## src/rtl/wb_arbiter_pkg.sv

```systemverilog
// -----------------------------------------------------------------------------
// wb_arbiter_pkg
// Common integer-core definitions shared by the writeback arbiter, its
// load-return queue and the bus interface.
//   REG_ADDR_W / XLEN / NUM_REGS : register-file geometry
//   STARVE_LIMIT                 : consecutive full-queue cycles before a
//                                  forced queue pop
//   lq_entry_t                   : one load-return queue entry {rd, data}
// No ports (package).
// -----------------------------------------------------------------------------
package wb_arbiter_pkg;

    localparam int REG_ADDR_W   = 5;
    localparam int XLEN         = 32;
    localparam int NUM_REGS     = 32;
    localparam int STARVE_LIMIT = 4;
    localparam int STARVE_CNT_W = $clog2(STARVE_LIMIT + 1);

    typedef logic [REG_ADDR_W-1:0] reg_addr_t;
    typedef logic [XLEN-1:0]       xlen_t;

    typedef struct packed {
        reg_addr_t rd;
        xlen_t     data;
    } lq_entry_t;

    localparam int LQ_ENTRY_W = $bits(lq_entry_t);

    // One-hot mask selecting a single register in a NUM_REGS-wide vector.
    function automatic logic [NUM_REGS-1:0] reg_mask(input reg_addr_t a);
        return NUM_REGS'(1) << a;
    endfunction

endpackage

```

## src/rtl/wb_arbiter_if.sv

```systemverilog
// -----------------------------------------------------------------------------
// wb_arbiter_if
// Bundles the writeback arbiter's handshake/bus signals.
//   ALU result   : alu_valid_i, alu_rd_i, alu_data_i
//   Load issue   : ld_issue_i, ld_issue_rd_i
//   LSU return   : lsu_valid_i, lsu_ready_o, lsu_rd_i, lsu_data_i
//   Regfile port : rf_wr_en_o, rf_rd_addr_o, rf_rd_data_o
//   Decode       : rs1_addr_i, rs2_addr_i, id_rd_addr_i, hazard_o, busy_o
// WB_FORWARD_EN adds fwd1_hit_o, fwd2_hit_o, fwd_data_o and err_starve_o.
// Modports: slave = arbiter side, master = surrounding pipeline side.
// -----------------------------------------------------------------------------
interface wb_arbiter_if;
    import wb_arbiter_pkg::*;

    logic                alu_valid_i;
    reg_addr_t           alu_rd_i;
    xlen_t               alu_data_i;
    logic                ld_issue_i;
    reg_addr_t           ld_issue_rd_i;
    logic                lsu_valid_i;
    logic                lsu_ready_o;
    reg_addr_t           lsu_rd_i;
    xlen_t               lsu_data_i;
    logic                rf_wr_en_o;
    reg_addr_t           rf_rd_addr_o;
    xlen_t               rf_rd_data_o;
    reg_addr_t           rs1_addr_i;
    reg_addr_t           rs2_addr_i;
    reg_addr_t           id_rd_addr_i;
    logic                hazard_o;
    logic [NUM_REGS-1:0] busy_o;
`ifdef WB_FORWARD_EN
    logic                fwd1_hit_o;
    logic                fwd2_hit_o;
    xlen_t               fwd_data_o;
    logic                err_starve_o;
`endif

    modport slave (
        input  alu_valid_i, alu_rd_i, alu_data_i,
        input  ld_issue_i, ld_issue_rd_i,
        input  lsu_valid_i, lsu_rd_i, lsu_data_i,
        input  rs1_addr_i, rs2_addr_i, id_rd_addr_i,
        output lsu_ready_o,
        output rf_wr_en_o, rf_rd_addr_o, rf_rd_data_o,
        output hazard_o, busy_o
`ifdef WB_FORWARD_EN
        ,
        output fwd1_hit_o, fwd2_hit_o, fwd_data_o, err_starve_o
`endif
    );

    modport master (
        output alu_valid_i, alu_rd_i, alu_data_i,
        output ld_issue_i, ld_issue_rd_i,
        output lsu_valid_i, lsu_rd_i, lsu_data_i,
        output rs1_addr_i, rs2_addr_i, id_rd_addr_i,
        input  lsu_ready_o,
        input  rf_wr_en_o, rf_rd_addr_o, rf_rd_data_o,
        input  hazard_o, busy_o
`ifdef WB_FORWARD_EN
        ,
        input  fwd1_hit_o, fwd2_hit_o, fwd_data_o, err_starve_o
`endif
    );

endinterface

```

## src/rtl/wb_lq_fifo.sv

```systemverilog
// -----------------------------------------------------------------------------
// wb_lq_fifo
// Load-return queue: DEPTH x WIDTH FIFO with an explicit occupancy counter,
// so full and empty never alias. DEPTH must be a power of two (>= 2) so the
// pointers wrap naturally.
//   clk, rst     : clock, synchronous active-high reset (flushes the queue)
//   push_i       : write push_data_i (ignored while full)
//   pop_i        : advance the head (ignored while empty)
//   head_o       : entry at the head of the queue
//   full_o       : DEPTH entries held
//   empty_o      : no entries held
// -----------------------------------------------------------------------------
module wb_lq_fifo #(
    parameter int DEPTH = 2,
    parameter int WIDTH = 37
) (
    input  logic             clk,
    input  logic             rst,
    input  logic             push_i,
    input  logic [WIDTH-1:0] push_data_i,
    input  logic             pop_i,
    output logic [WIDTH-1:0] head_o,
    output logic             full_o,
    output logic             empty_o
);

    localparam int PTR_W = $clog2(DEPTH);
    localparam int CNT_W = $clog2(DEPTH + 1);

    logic [WIDTH-1:0] mem_q [DEPTH];
    logic [PTR_W-1:0] wr_ptr_q, wr_ptr_d;
    logic [PTR_W-1:0] rd_ptr_q, rd_ptr_d;
    logic [CNT_W-1:0] count_q, count_d;
    logic             push_ok, pop_ok;

    assign full_o  = (count_q == CNT_W'(DEPTH));
    assign empty_o = (count_q == '0);
    assign head_o  = mem_q[rd_ptr_q];
    assign push_ok = push_i && !full_o;
    assign pop_ok  = pop_i && !empty_o;

    always_comb begin
        wr_ptr_d = wr_ptr_q;
        rd_ptr_d = rd_ptr_q;
        count_d  = count_q;
        if (push_ok) begin
            wr_ptr_d = wr_ptr_q + PTR_W'(1);
        end
        if (pop_ok) begin
            rd_ptr_d = rd_ptr_q + PTR_W'(1);
        end
        count_d = count_q + CNT_W'(push_ok) - CNT_W'(pop_ok);
    end

    always_ff @(posedge clk) begin
        if (rst) begin
            wr_ptr_q <= '0;
            rd_ptr_q <= '0;
            count_q  <= '0;
        end else begin
            wr_ptr_q <= wr_ptr_d;
            rd_ptr_q <= rd_ptr_d;
            count_q  <= count_d;
        end
    end

    // Storage is not reset; the pointers and count define what is valid.
    always_ff @(posedge clk) begin
        if (push_ok) begin
            mem_q[wr_ptr_q] <= push_data_i;
        end
    end

endmodule

```

## src/rtl/wb_arbiter.sv

```systemverilog
// -----------------------------------------------------------------------------
// wb_arbiter
// Writeback arbiter for the single write port of the integer register file.
// ALU results win every cycle they target a non-zero register; otherwise
// the head of the load-return queue is written. A starvation guard forces a
// queue pop after the queue has sat full for STARVE_LIMIT cycles. A busy
// scoreboard of outstanding loads drives the decode hazard signal.
//   clk, rst   : clock, synchronous active-high reset
//   bus        : wb_arbiter_if.slave (ALU, load issue, LSU return, regfile
//                write port, decode addresses, hazard_o, busy_o)
//   LQ_DEPTH   : load-return queue entries (power of two, >= 2)
// Optional macro WB_FORWARD_EN: drives fwd1_hit_o/fwd2_hit_o/fwd_data_o
// (bypass of the registered write) and exports err_starve_o.
// -----------------------------------------------------------------------------
module wb_arbiter
    import wb_arbiter_pkg::*;
#(
    parameter int LQ_DEPTH = 2
) (
    input  logic         clk,
    input  logic         rst,
    wb_arbiter_if.slave  bus
);

    lq_entry_t               lq_head;
    logic                    lq_full, lq_empty, lq_push, lq_pop;

    logic                    alu_req, starve, sel_alu, err_starve;
    logic [STARVE_CNT_W-1:0] starve_cnt_q, starve_cnt_d;

    logic                    rf_wr_en_q,   rf_wr_en_d;
    reg_addr_t               rf_rd_addr_q, rf_rd_addr_d;
    xlen_t                   rf_rd_data_q, rf_rd_data_d;
    logic [NUM_REGS-1:0]     busy_q,       busy_d;

    // Ready looks only at occupancy, never at a same-cycle pop.
    assign bus.lsu_ready_o = !lq_full;
    assign lq_push         = bus.lsu_valid_i && !lq_full;

    wb_lq_fifo #(
        .DEPTH (LQ_DEPTH),
        .WIDTH (LQ_ENTRY_W)
    ) u_lq (
        .clk         (clk),
        .rst         (rst),
        .push_i      (lq_push),
        .push_data_i ({bus.lsu_rd_i, bus.lsu_data_i}),
        .pop_i       (lq_pop),
        .head_o      (lq_head),
        .full_o      (lq_full),
        .empty_o     (lq_empty)
    );

    always_comb begin
        alu_req      = bus.alu_valid_i && (bus.alu_rd_i != '0);
        // starve_cnt_q holds how many cycles in a row the queue was full.
        starve       = lq_full && (starve_cnt_q == STARVE_CNT_W'(STARVE_LIMIT));
        lq_pop       = !lq_empty && (starve || !alu_req);
        sel_alu      = alu_req && !starve;
        err_starve   = starve && alu_req;

        rf_wr_en_d   = 1'b0;
        rf_rd_addr_d = rf_rd_addr_q;
        rf_rd_data_d = rf_rd_data_q;
        if (lq_pop) begin
            if (lq_head.rd != '0) begin
                rf_wr_en_d   = 1'b1;
                rf_rd_addr_d = lq_head.rd;
                rf_rd_data_d = lq_head.data;
            end
        end else if (sel_alu) begin
            rf_wr_en_d   = 1'b1;
            rf_rd_addr_d = bus.alu_rd_i;
            rf_rd_data_d = bus.alu_data_i;
        end

        starve_cnt_d = '0;
        if (lq_full) begin
            starve_cnt_d = starve ? starve_cnt_q : starve_cnt_q + STARVE_CNT_W'(1);
        end

        // Clear first so a same-cycle issue to the popped rd keeps it busy.
        busy_d = busy_q;
        if (lq_pop) begin
            busy_d = busy_d & ~reg_mask(lq_head.rd);
        end
        if (bus.ld_issue_i && (bus.ld_issue_rd_i != '0)) begin
            busy_d = busy_d | reg_mask(bus.ld_issue_rd_i);
        end
        busy_d[0] = 1'b0;
    end

    always_ff @(posedge clk) begin
        if (rst) begin
            rf_wr_en_q   <= 1'b0;
            rf_rd_addr_q <= '0;
            rf_rd_data_q <= '0;
            busy_q       <= '0;
            starve_cnt_q <= '0;
        end else begin
            rf_wr_en_q   <= rf_wr_en_d;
            rf_rd_addr_q <= rf_rd_addr_d;
            rf_rd_data_q <= rf_rd_data_d;
            busy_q       <= busy_d;
            starve_cnt_q <= starve_cnt_d;
        end
    end

    // Issue logic is expected to keep the ALU from starving the queue.
    always_ff @(posedge clk) begin
        if (!rst) begin
            assert (!err_starve);
        end
    end

    assign bus.rf_wr_en_o   = rf_wr_en_q;
    assign bus.rf_rd_addr_o = rf_rd_addr_q;
    assign bus.rf_rd_data_o = rf_rd_data_q;
    assign bus.busy_o       = busy_q;
    assign bus.hazard_o     = busy_q[bus.rs1_addr_i] | busy_q[bus.rs2_addr_i]
                            | busy_q[bus.id_rd_addr_i];

`ifdef WB_FORWARD_EN
    // Bypass the write that the regfile has not committed yet.
    assign bus.fwd1_hit_o   = rf_wr_en_q && (bus.rs1_addr_i != '0)
                            && (rf_rd_addr_q == bus.rs1_addr_i);
    assign bus.fwd2_hit_o   = rf_wr_en_q && (bus.rs2_addr_i != '0)
                            && (rf_rd_addr_q == bus.rs2_addr_i);
    assign bus.fwd_data_o   = rf_rd_data_q;
    assign bus.err_starve_o = err_starve;
`endif

endmodule
```

## src/flat_wrapper.sv

```systemverilog
// flat-port wrapper written by rule: the top's interface ports become plain ports
module wb_arbiter_flat import wb_arbiter_pkg::*;
#(
    parameter int LQ_DEPTH = 2
)
  (clk, rst, bus_alu_valid_i, bus_alu_rd_i, bus_alu_data_i, bus_ld_issue_i, bus_ld_issue_rd_i, bus_lsu_valid_i, bus_lsu_rd_i, bus_lsu_data_i, bus_rs1_addr_i, bus_rs2_addr_i, bus_id_rd_addr_i, bus_lsu_ready_o, bus_rf_wr_en_o, bus_rf_rd_addr_o, bus_rf_rd_data_o, bus_hazard_o, bus_busy_o);
  wb_arbiter_if bus_i ();
  input  logic clk;
  input  logic rst;
  input wire logic [$bits(bus_i.alu_valid_i)-1:0] bus_alu_valid_i;
  input wire logic [$bits(bus_i.alu_rd_i)-1:0] bus_alu_rd_i;
  input wire logic [$bits(bus_i.alu_data_i)-1:0] bus_alu_data_i;
  input wire logic [$bits(bus_i.ld_issue_i)-1:0] bus_ld_issue_i;
  input wire logic [$bits(bus_i.ld_issue_rd_i)-1:0] bus_ld_issue_rd_i;
  input wire logic [$bits(bus_i.lsu_valid_i)-1:0] bus_lsu_valid_i;
  input wire logic [$bits(bus_i.lsu_rd_i)-1:0] bus_lsu_rd_i;
  input wire logic [$bits(bus_i.lsu_data_i)-1:0] bus_lsu_data_i;
  input wire logic [$bits(bus_i.rs1_addr_i)-1:0] bus_rs1_addr_i;
  input wire logic [$bits(bus_i.rs2_addr_i)-1:0] bus_rs2_addr_i;
  input wire logic [$bits(bus_i.id_rd_addr_i)-1:0] bus_id_rd_addr_i;
  output wire logic [$bits(bus_i.lsu_ready_o)-1:0] bus_lsu_ready_o;
  output wire logic [$bits(bus_i.rf_wr_en_o)-1:0] bus_rf_wr_en_o;
  output wire logic [$bits(bus_i.rf_rd_addr_o)-1:0] bus_rf_rd_addr_o;
  output wire logic [$bits(bus_i.rf_rd_data_o)-1:0] bus_rf_rd_data_o;
  output wire logic [$bits(bus_i.hazard_o)-1:0] bus_hazard_o;
  output wire logic [$bits(bus_i.busy_o)-1:0] bus_busy_o;
  assign bus_i.alu_valid_i = bus_alu_valid_i;
  assign bus_i.alu_rd_i = bus_alu_rd_i;
  assign bus_i.alu_data_i = bus_alu_data_i;
  assign bus_i.ld_issue_i = bus_ld_issue_i;
  assign bus_i.ld_issue_rd_i = bus_ld_issue_rd_i;
  assign bus_i.lsu_valid_i = bus_lsu_valid_i;
  assign bus_i.lsu_rd_i = bus_lsu_rd_i;
  assign bus_i.lsu_data_i = bus_lsu_data_i;
  assign bus_i.rs1_addr_i = bus_rs1_addr_i;
  assign bus_i.rs2_addr_i = bus_rs2_addr_i;
  assign bus_i.id_rd_addr_i = bus_id_rd_addr_i;
  assign bus_lsu_ready_o = bus_i.lsu_ready_o;
  assign bus_rf_wr_en_o = bus_i.rf_wr_en_o;
  assign bus_rf_rd_addr_o = bus_i.rf_rd_addr_o;
  assign bus_rf_rd_data_o = bus_i.rf_rd_data_o;
  assign bus_hazard_o = bus_i.hazard_o;
  assign bus_busy_o = bus_i.busy_o;
  wb_arbiter #(.LQ_DEPTH(LQ_DEPTH)) u_core (.clk(clk), .rst(rst), .bus(bus_i));
endmodule
```

## config.mk

```make
export PLATFORM = sky130hd
export DESIGN_NAME = wb_arbiter_flat
export DESIGN_NICKNAME = d
export VERILOG_FILES = /design/src/rtl/wb_arbiter_pkg.sv /design/src/rtl/wb_arbiter_if.sv /design/src/rtl/wb_lq_fifo.sv /design/src/rtl/wb_arbiter.sv /design/src/flat_wrapper.sv
export SDC_FILE = /design/constraint.sdc
export NUM_CORES = 1
export LEC_CHECK = 0
export CAP_MARGIN = 20
export CORE_MARGIN = 1.5
export CORE_UTILIZATION = 40
export CTS_BUF_LIST = sky130_fd_sc_hd__clkbuf_8
export DETAILED_ROUTE_END_ITERATION = 10
export PLACE_DENSITY_LB_ADDON = 0.3
export SYNTH_ARGS = -nofsm -noshare
export SYNTH_HDL_FRONTEND = slang
export SYNTH_SLANG_ARGS = --single-unit
```

## constraint.sdc

```tcl
create_clock -name clk -period 2.9 [get_ports clk]
set_input_delay 0.29 -clock clk [delete_from_list [all_inputs] [get_ports clk]]
set_output_delay 0.29 -clock clk [all_outputs]
set_load 0.02 [all_outputs]
```

==> results of run 1 <==
==> report_power, final <==
group | switching, mW | total (mW) | internal (mW)
clock network | 0.849 | 1.54 | 0.696
registers | 0.177 | 2.77 | 2.59
logic | 1.31 | 2.21 | 0.902
==> routing by layer <==
metal	up-vias	track usage (%)	wire, um	share of wire [%]
met5	-	0	0	0
met4	0	8.07	438	2.0
met3	33	6.44	1790	8.2
met2	305	37.9	10500	48
met1	2930	30.5	9210	42
li1	2803	-	-	-
==> flip-flops by register name, summed over array words and instances, names as in the netlist, named ones only <==
signal	flops
u_core.u_lq.mem_q	74
u_core.bus.rf_rd_data_o	32
u_core.bus.busy_o	31
u_core.bus.rf_rd_addr_o	5
u_core.starve_cnt_q	3
u_core.u_lq.count_q	2
u_core.bus.rf_wr_en_o	1
u_core.u_lq.rd_ptr_q	1
u_core.u_lq.wr_ptr_q	1
==> layout make-up <==
| type | instances | area (um2) | share of cell area, % |
|---|---|---|---|
| clock inverter | 15 | 144 | 1.51 |
| multi-input combinational | 437 | 3200 | 33.4 |
| sequential | 151 | 3760 | 39.4 |
| tap | 225 | 282 | 2.95 |
| clock buffer | 17 | 234 | 2.45 |
| timing repair buffer | 194 | 1910 | 20.0 |
| inverter | 7 | 26.3 | 0.275 |
==> logic make-up (layout without fill, tap and decap cells) <==
kind of cell	Yosys count	after routing	share of synthesized area [%]
and+or+nand+nor	162	162	13.4
other	1	1	0.0520
buffers and inverters	60	233	4.01
adders and majority gates	4	4	0.694
xor gates and xnor gates	5	5	0.608
AOI/OAI and AO/OA	193	193	16.5
DFF	151	151	52.2
muxes	72	72	12.5
==> worst min-delay path: cells and delay by family <==
kind | cells | cell delay [ps]
buf+inv | 2 | 310
simple gates | 1 | 150
==> per-stage QoR <==
step	power, mW	utilization, %	cell area (um2)	instances	worst slack [ps]
floorplan	4.10	-	7210	648	520
global placement	4.97	52.5	9180	1014	-25.9
detailed placement	5.02	52.5	9180	1014	-56.6
CTS	6.56	54.7	9560	1046	155
global route	6.83	54.7	9560	1046	67.7
finish	6.53	54.7	9560	1046	166
==> cell usage in the layout (no fill, tap or decap), types with 4 or more instances in the layout <==
cell and instances:
sky130_fd_sc_hd__mux2_2 14, sky130_fd_sc_hd__nand3_1 11, sky130_fd_sc_hd__a21oi_1 66, sky130_fd_sc_hd__nand2b_1 5, sky130_fd_sc_hd__edfxtp_1 74, sky130_fd_sc_hd__ha_1 4, sky130_fd_sc_hd__a211o_1 32, sky130_fd_sc_hd__dfxtp_1 76
sky130_fd_sc_hd__nand2_1 37, sky130_fd_sc_hd__a2111oi_0 4, sky130_fd_sc_hd__clkinv_4 4, sky130_fd_sc_hd__nor2b_1 13, sky130_fd_sc_hd__inv_6 5, sky130_fd_sc_hd__mux4_2 13, sky130_fd_sc_hd__nand3b_1 5, sky130_fd_sc_hd__clkdlybuf4s50_1 167
sky130_fd_sc_hd__nand4_1 4, sky130_fd_sc_hd__buf_4 22, sky130_fd_sc_hd__and2_1 6, sky130_fd_sc_hd__mux2i_1 45, sky130_fd_sc_hd__inv_1 7, sky130_fd_sc_hd__nor2_1 19, sky130_fd_sc_hd__o21ai_0 62, sky130_fd_sc_hd__o21ai_1 4
sky130_fd_sc_hd__clkbuf_8 17, sky130_fd_sc_hd__nand4b_1 37, sky130_fd_sc_hd__nor3_1 9
==> what timing repair did <==
item,CTS,global route
resized for setup,1,0
endpoints found under the setup margin,1,0
setup buffers,0,0
==> how the worst max path moves through the flow <==
stage,startpoint,cells after the start,to
2_1_floorplan,u_core.u_lq.count_q[0],4,u_core.u_lq.mem_q[0][0]
3_3_place_gp,bus_rs1_addr_i[0],9,bus_hazard_o
3_5_place_dp,bus_rs2_addr_i[1],7,bus_hazard_o
4_1_cts,bus_rs2_addr_i[1],7,bus_hazard_o
5_1_grt,bus_rs2_addr_i[1],8,bus_hazard_o
6_report,bus_rs2_addr_i[1],7,bus_hazard_o
==> impl_results.rst, run 1 <==
.. list-table::
   :header-rows: 1

   * - Metric
     - Value
   * - Run status
     - finished, final reports clean
   * - Count leader, synth
     - sky130_fd_sc_hd__dfxtp_1
   * - DPL Wire Length
     - ~15 mm
   * - Max transition margin
     - between 50% and 60%
   * - Boundary Pins
     - 171
   * - Total of max-cap violations
     - 0
   * - Worst-margin pin slew
     - 712 ps
   * - Worst path max stage delay
     - approximately 600 ps
   * - Setup TNS Final
     - 0 ps
   * - Cell leakage power
     - 3.26 nW
   * - Average wire per standard cell
     - around 21 um
   * - CTS root buf
     - sky130_fd_sc_hd__clkbuf_8
   * - Area added between synthesis and finish
     - 32.6%
   * - Port bufs
     - roughly 170
   * - Worst path cell trace
     - clkdlybuf4s50_1, buf_4, mux4_2, o2111ai_1, and4_1, nand4_1, dlygate4sd2_1
   * - Antenna diode count
     - 0
   * - Fmax
     - about 370 MHz
   * - Hold depth
     - 3
   * - Pin count of the biggest net entering global routing
     - around 120
   * - Maximum number of buffers from clock root to sink
     - 2
   * - Share of the cycle needed by the critical path after routing
     - a little over nine tenths
   * - Global-route wire length before repair
     - approximately 33 mm
   * - Mean instance size in the synthesized netlist
     - between 10 and 15 um2
   * - Leading register cell type out of synthesis
     - sky130_fd_sc_hd__dfxtp_1
   * - Total number of yosys warnings
     - 0
   * - Launch point of the worst hold path
     - rst
   * - Ratio of cells with drive above 1 in the final layout
     - 11.6%
   * - Maximum fanout along the worst path
     - 6
   * - Clock transition at the registers of the reported paths
     - about 90 ps
   * - Required time worst endpoint
     - 2610 ps
   * - GP Congestion
     - 0.903
   * - Full die area
     - 0.0188 mm2
   * - Number of antenna violations at the first check in global routing
     - 0
   * - Number of enable flip-flop cells after synthesis
     - 74
   * - Reg2reg path depth
     - 7
   * - Number of different library cells in the post-synthesis netlist
     - 54
   * - Cell type of the slowest stage on the worst timing path
     - sky130_fd_sc_hd__clkdlybuf4s50_1
   * - Detailed-routing iteration count for the pre-antenna-repair pass
     - 5
   * - Worst slack on hold paths
     - between 300 and 400 ps
   * - Number of H-tree levels
     - 4
   * - Number of endpoints failing setup at the final stage
     - 0
   * - Endpoint arrival time on the critical path
     - about 2400 ps
   * - Routed via count divided by cell count
     - 5.80
   * - Synth area leaders
     - sky130_fd_sc_hd__edfxtp_1 (31%), sky130_fd_sc_hd__dfxtp_1 (21%), sky130_fd_sc_hd__mux2i_1 (6.2%), sky130_fd_sc_hd__a21oi_1 (4.6%), sky130_fd_sc_hd__nand4b_1 (4.5%)
   * - Residual DRC
     - 0
   * - Post-synth top cells
     - sky130_fd_sc_hd__dfxtp_1 (77), sky130_fd_sc_hd__edfxtp_1 (74), sky130_fd_sc_hd__a21oi_1 (66)
   * - Crit path max-delay family
     - buffers and inverters
   * - Biggest area consumer among synthesized cells
     - sky130_fd_sc_hd__edfxtp_1
   * - Total number of vias
     - around 6100
   * - # clock sinks
     - 151
   * - Filler instances
     - approximately 1500
   * - Number of nets in the final layout
     - approximately 910
   * - Hold_buf cts
     - 0
   * - Maximum clock skew at final layout
     - ~9.6 ps
   * - Unrepaired setup endpoints after global routing
     - false
   * - Share of the synthesized area in the top cell type
     - between 30% and 40%
   * - Total grt overflow
     - 0
   * - Flip-flop and latch count after synthesis
     - about 150
   * - Gate count of the mapped netlist
     - between 600 and 700
   * - Vias in the first global route
     - ~6000
   * - Core area
     - ~0.017 mm2
   * - Kind of critical path
     - input pin to primary output
   * - Sink of the worst hold path
     - u_core.u_lq.wr_ptr_q
   * - Crit. End Element
     - primary output
   * - Largest vdd supply drop
     - 386 uV
   * - Hold/Removal Path Class
     - input pin to register
   * - Number of max-slew violations in the final report
     - 0
   * - Fraction of registers with async set or reset after synthesis
     - 0%
   * - Standard-cell row count
     - 48
   * - Capture point of the worst reg-to-reg path
     - u_core.bus.rf_rd_data_o[20]
   * - Number of routed nets with antenna violations
     - 0
   * - Overall Global Routing Usage
     - a little under a quarter
   * - TritonCTS clock tree
     - done
   * - Area of the mapped netlist
     - around 0.0072 mm2
   * - Clock buffers created by TritonCTS
     - 17
   * - Worst-skew pair later-pin latency
     - between 400 and 500 ps
   * - Share of synthesized area occupied by flip-flops and latches
     - 52.2%
   * - Number of hold violations in the final report
     - 0
   * - Iter 0 DRT Violations
     - between 400 and 500
   * - Post-synth net total
     - 751
   * - Total power divided by cell area
     - 683 mW/mm2
   * - CP bufs+invs
     - 3
   * - Initial core utilization
     - 41.3%
   * - Shortest clock period the worst path allows after layout
     - roughly 2700 ps
   * - Die Y-Extent
     - between 100 and 150 um
   * - Routed wire length
     - about 22 mm
   * - Die Wd
     - around 140 um
   * - Worst-case register-to-register setup slack
     - 590 ps
   * - Setup crit start kind
     - input pin
Note: power is estimated with default switching activity, not from simulation.
==> run 2: changes to the inputs <==
==> constraint.sdc (replaced) <==
create_clock -name clk -period 3 [get_ports clk]
set_input_delay 0.3 -clock clk [delete_from_list [all_inputs] [get_ports clk]]
set_output_delay 0.3 -clock clk [all_outputs]
set_load 0.02 [all_outputs]
==> run 2 against run 1 <==
Cell count hardly changed. Die area stayed put. Register-to-register slack got worse by 340 ps. Design area is 0.63% higher. Critical endpoint is now u_core.bus.rf_rd_data_o[29]. Non-clock buffer count increased by 1. Combinational power down 5%. Critical path depth down 1. Worst hold slack got worse by 19 ps.
==> impl_results.rst, run 2 (synthesized netlist as in run 1, its figures left out) <==
.. list-table::
   :header-rows: 1

   * - Metric
     - Value
   * - Cell type of the slowest stage on the worst timing path
     - sky130_fd_sc_hd__o41ai_4
   * - Standard-cell row count
     - 48 (unchanged)
   * - Maximum fanout along the worst path
     - 20 (+14)
   * - Worst slack on hold paths
     - 375 ps (-18.7 ps)
   * - CTS root buf
     - sky130_fd_sc_hd__clkbuf_8
   * - Largest register FFs
     - 74 (unchanged)
   * - Crit. End Element
     - register
   * - Area added between synthesis and finish
     - 33.4%
   * - Clock transition at the registers of the reported paths
     - 90 ps (about the same)
   * - # clock sinks
     - 151 (unchanged)
   * - Total of max-cap violations
     - 0 (unchanged)
   * - Max transition margin
     - 26.5% (-25 points)
   * - Fmax
     - approximately 360 MHz
   * - TritonCTS clock tree
     - done
   * - Ratio of cells with drive above 1 in the final layout
     - 11.7% (+0.11 points)
   * - Setup crit start kind
     - register
   * - Die Wd
     - 137 um (unchanged)
   * - Kind of critical path
     - register to register
   * - Share of the cycle needed by the critical path after routing
     - 91.5%
   * - Worst path max stage delay
     - 940 ps (+340 ps)
   * - Die Y-Extent
     - 137 um (unchanged)
   * - Antenna diode count
     - 0 (unchanged)
   * - Crit path max-delay family
     - compound AO/OA/AOI/OAI gates
   * - Cell leakage power
     - 3.31 nW (+1.5%)
   * - Detailed-routing iteration count for the pre-antenna-repair pass
     - 6 (+1)
   * - Average wire per standard cell
     - 20.8 um (-0.87%)
   * - Clock buffers created by TritonCTS
     - 17 (unchanged)
   * - Number of nets in the final layout
     - 912 (+0.11%)
   * - Number of routed nets with antenna violations
     - 0 (unchanged)
   * - Core area
     - 0.0175 mm2 (unchanged)
   * - Total power divided by cell area
     - 674 mW/mm2 (-1.3%)
   * - Routed via count divided by cell count
     - 5.88 (+1.4%)
   * - Number of max-slew violations in the final report
     - 0 (unchanged)
   * - Worst path cell trace
     - nor3b_1, o21ai_0, o41ai_4, and2_1, buf_4, o21ai_0
   * - Boundary Pins
     - 171 (unchanged)
   * - Net switching component of the power
     - 2.21 mW (-5.3%)
   * - GP Congestion
     - 0.927 (+2.7%)
   * - Cell mode on critical path
     - sky130_fd_sc_hd__o21ai_0
   * - Number of endpoints failing setup at the final stage
     - 0 (unchanged)
   * - Run status
     - finished, final reports clean
   * - Most flop-heavy register
     - u_core.u_lq.mem_q
   * - Post-placement cell area
     - 0.00918 mm2 (about the same)
   * - Part of the total power dissipated in sequential elements
     - 41.4% (-1.1 points)
   * - Most common library cell in the layout ignoring fill and taps
     - sky130_fd_sc_hd__clkdlybuf4s50_1
   * - Hold_buf cts
     - 0 (unchanged)
   * - Overall Global Routing Usage
     - 23.4% (-0.058 points)
   * - Global-route wire length before repair
     - 33.2 mm (+0.82%)
   * - Number of antenna violations at the first check in global routing
     - 0 (unchanged)
   * - Internal power
     - 4.27 mW (+1.9%)
   * - Total number of vias
     - 6160 (+1.5%)
   * - Residual DRC
     - 0 (unchanged)
   * - Clock group share of total power
     - 26.1% (+2.4 points)
   * - Sink of the worst hold path
     - u_core.u_lq.count_q[1]
   * - Maximum number of buffers from clock root to sink
     - 2 (unchanged)
   * - Pin count of the biggest net entering global routing
     - 115 (unchanged)
   * - Vias in the first global route
     - 6224 (+4.2%)
   * - Setup TNS Final
     - 0 ps (unchanged)
   * - Shortest clock period the worst path allows after layout
     - ~2700 ps
   * - Gate power share
     - 32.5% (-1.4 points)
   * - Worst-margin pin slew
     - 1100 ps (+386 ps)
   * - Number of H-tree levels
     - 4 (unchanged)
   * - Routed wire length
     - 21.7 mm (-0.78%)
   * - Capture point of the worst reg-to-reg path
     - u_core.bus.rf_rd_data_o[29]
   * - Worst-skew pair later-pin latency
     - 460 ps (about the same)
   * - Number of hold violations in the final report
     - 0 (unchanged)
   * - Worst-case register-to-register setup slack
     - 250 ps (-340 ps)
   * - Reg2reg path depth
     - 6 (-1)
   * - Required time worst endpoint
     - 3320 ps (+710 ps)
   * - Launch point of the worst hold path
     - rst
   * - Final cell area excluding filler cells
     - 0.00962 mm2 (+0.63%)
   * - Hold/Removal Path Class
     - input pin to register
   * - Iter 0 DRT Violations
     - 391 (-17%)
   * - Hold depth
     - 3 (unchanged)
   * - Total grt overflow
     - 0 (unchanged)
   * - Most frequent cells in the layout
     - sky130_fd_sc_hd__clkdlybuf4s50_1 (166), sky130_fd_sc_hd__dfxtp_1 (76), sky130_fd_sc_hd__edfxtp_1 (74)
   * - CP bufs+invs
     - 1 (-2)
   * - DPL Wire Length
     - 15.4 mm (+0.25%)
   * - Unrepaired setup endpoints after global routing
     - false
   * - Largest vdd supply drop
     - 423 uV (+9.4%)
   * - Endpoint arrival time on the critical path
     - 3060 ps (+620 ps)
   * - Maximum clock skew at final layout
     - 16.6 ps (+7.02 ps)
   * - Switching power as a share of total power
     - 34.1% (-1.7 points)
   * - Port bufs
     - 169 (unchanged)
   * - Full die area
     - 0.0188 mm2 (unchanged)
   * - Initial core utilization
     - 41.3% (unchanged)
run 2: power groups by stage:
stage / combinational, mW / clock (mW) / sequential (mW)
after floorplan: 1.12 / 0 / 2.85
after CTS: 2.10 / 1.72 / 2.68
final: 2.11 / 1.69 / 2.68
after global placement: 2.06 / 0 / 2.71
after detailed placement: 2.09 / 0 / 2.72
after global routing: 2.25 / 1.80 / 2.71
run 2: worst reg2reg max path, stage by stage (launching register included):
cell                      delay (ps)
sky130_fd_sc_hd__dfxtp_2         440
sky130_fd_sc_hd__nor3b_1         260
sky130_fd_sc_hd__o21ai_0         290
sky130_fd_sc_hd__o41ai_4         940
sky130_fd_sc_hd__and2_1          270
sky130_fd_sc_hd__buf_4           260
sky130_fd_sc_hd__o21ai_0         160
run 2: area by class of cell:
class | instances | area (um2)
multi-input cells | 437 | 3200
repair buffers | 195 | 1910
fillers | 1444 | 7860
inverters | 7 | 26.3
well taps | 225 | 282
flip-flops and latches | 151 | 3760
clock buffers | 17 | 234
clock inverters | 15 | 201
run 2: worst max path at each step:
stage	slack, ps	end	cells after the start	from
3_3_place_gp	120	bus_hazard_o	7	bus_rs2_addr_i[1]
4_1_cts	50	bus_hazard_o	7	bus_rs2_addr_i[1]
5_1_grt	50	u_core.bus.rf_rd_data_o[29]	6	register
6_report	250	u_core.bus.rf_rd_data_o[29]	6	register
2_1_floorplan	10	u_core.u_lq.mem_q[0][0]	4	u_core.u_lq.count_q[0]
3_5_place_dp	50	bus_hazard_o	7	bus_rs2_addr_i[1]
run 2: layer usage:
metal | part of all wire (%) | GRT usage [%] | vias to the layer above
li1 | - | - | 2803
met1 | 40 | 29.2 | 3008
met2 | 48 | 37.7 | 282
met3 | 8.0 | 5.67 | 67
met4 | 4.1 | 12.3 | 0
met5 | 0 | 0 | -
run 2: stage by stage:
stage               setup WS, ps  utilization, %  cells  power, mW
finish                       254            55.0   1047       6.48
global route                50.7            55.0   1047       6.77
CTS                         48.5            55.0   1047       6.51
detailed placement          50.3            52.5   1015       4.81
global placement             122            52.5   1015       4.77
floorplan                   12.9               -    648       3.97
run 2: repair_timing:
action | 4_1_cts | 5_1_grt
setup buffers | 0 | 0
resized for setup | 0 | 3
setup endpoints to repair | 0 | 8
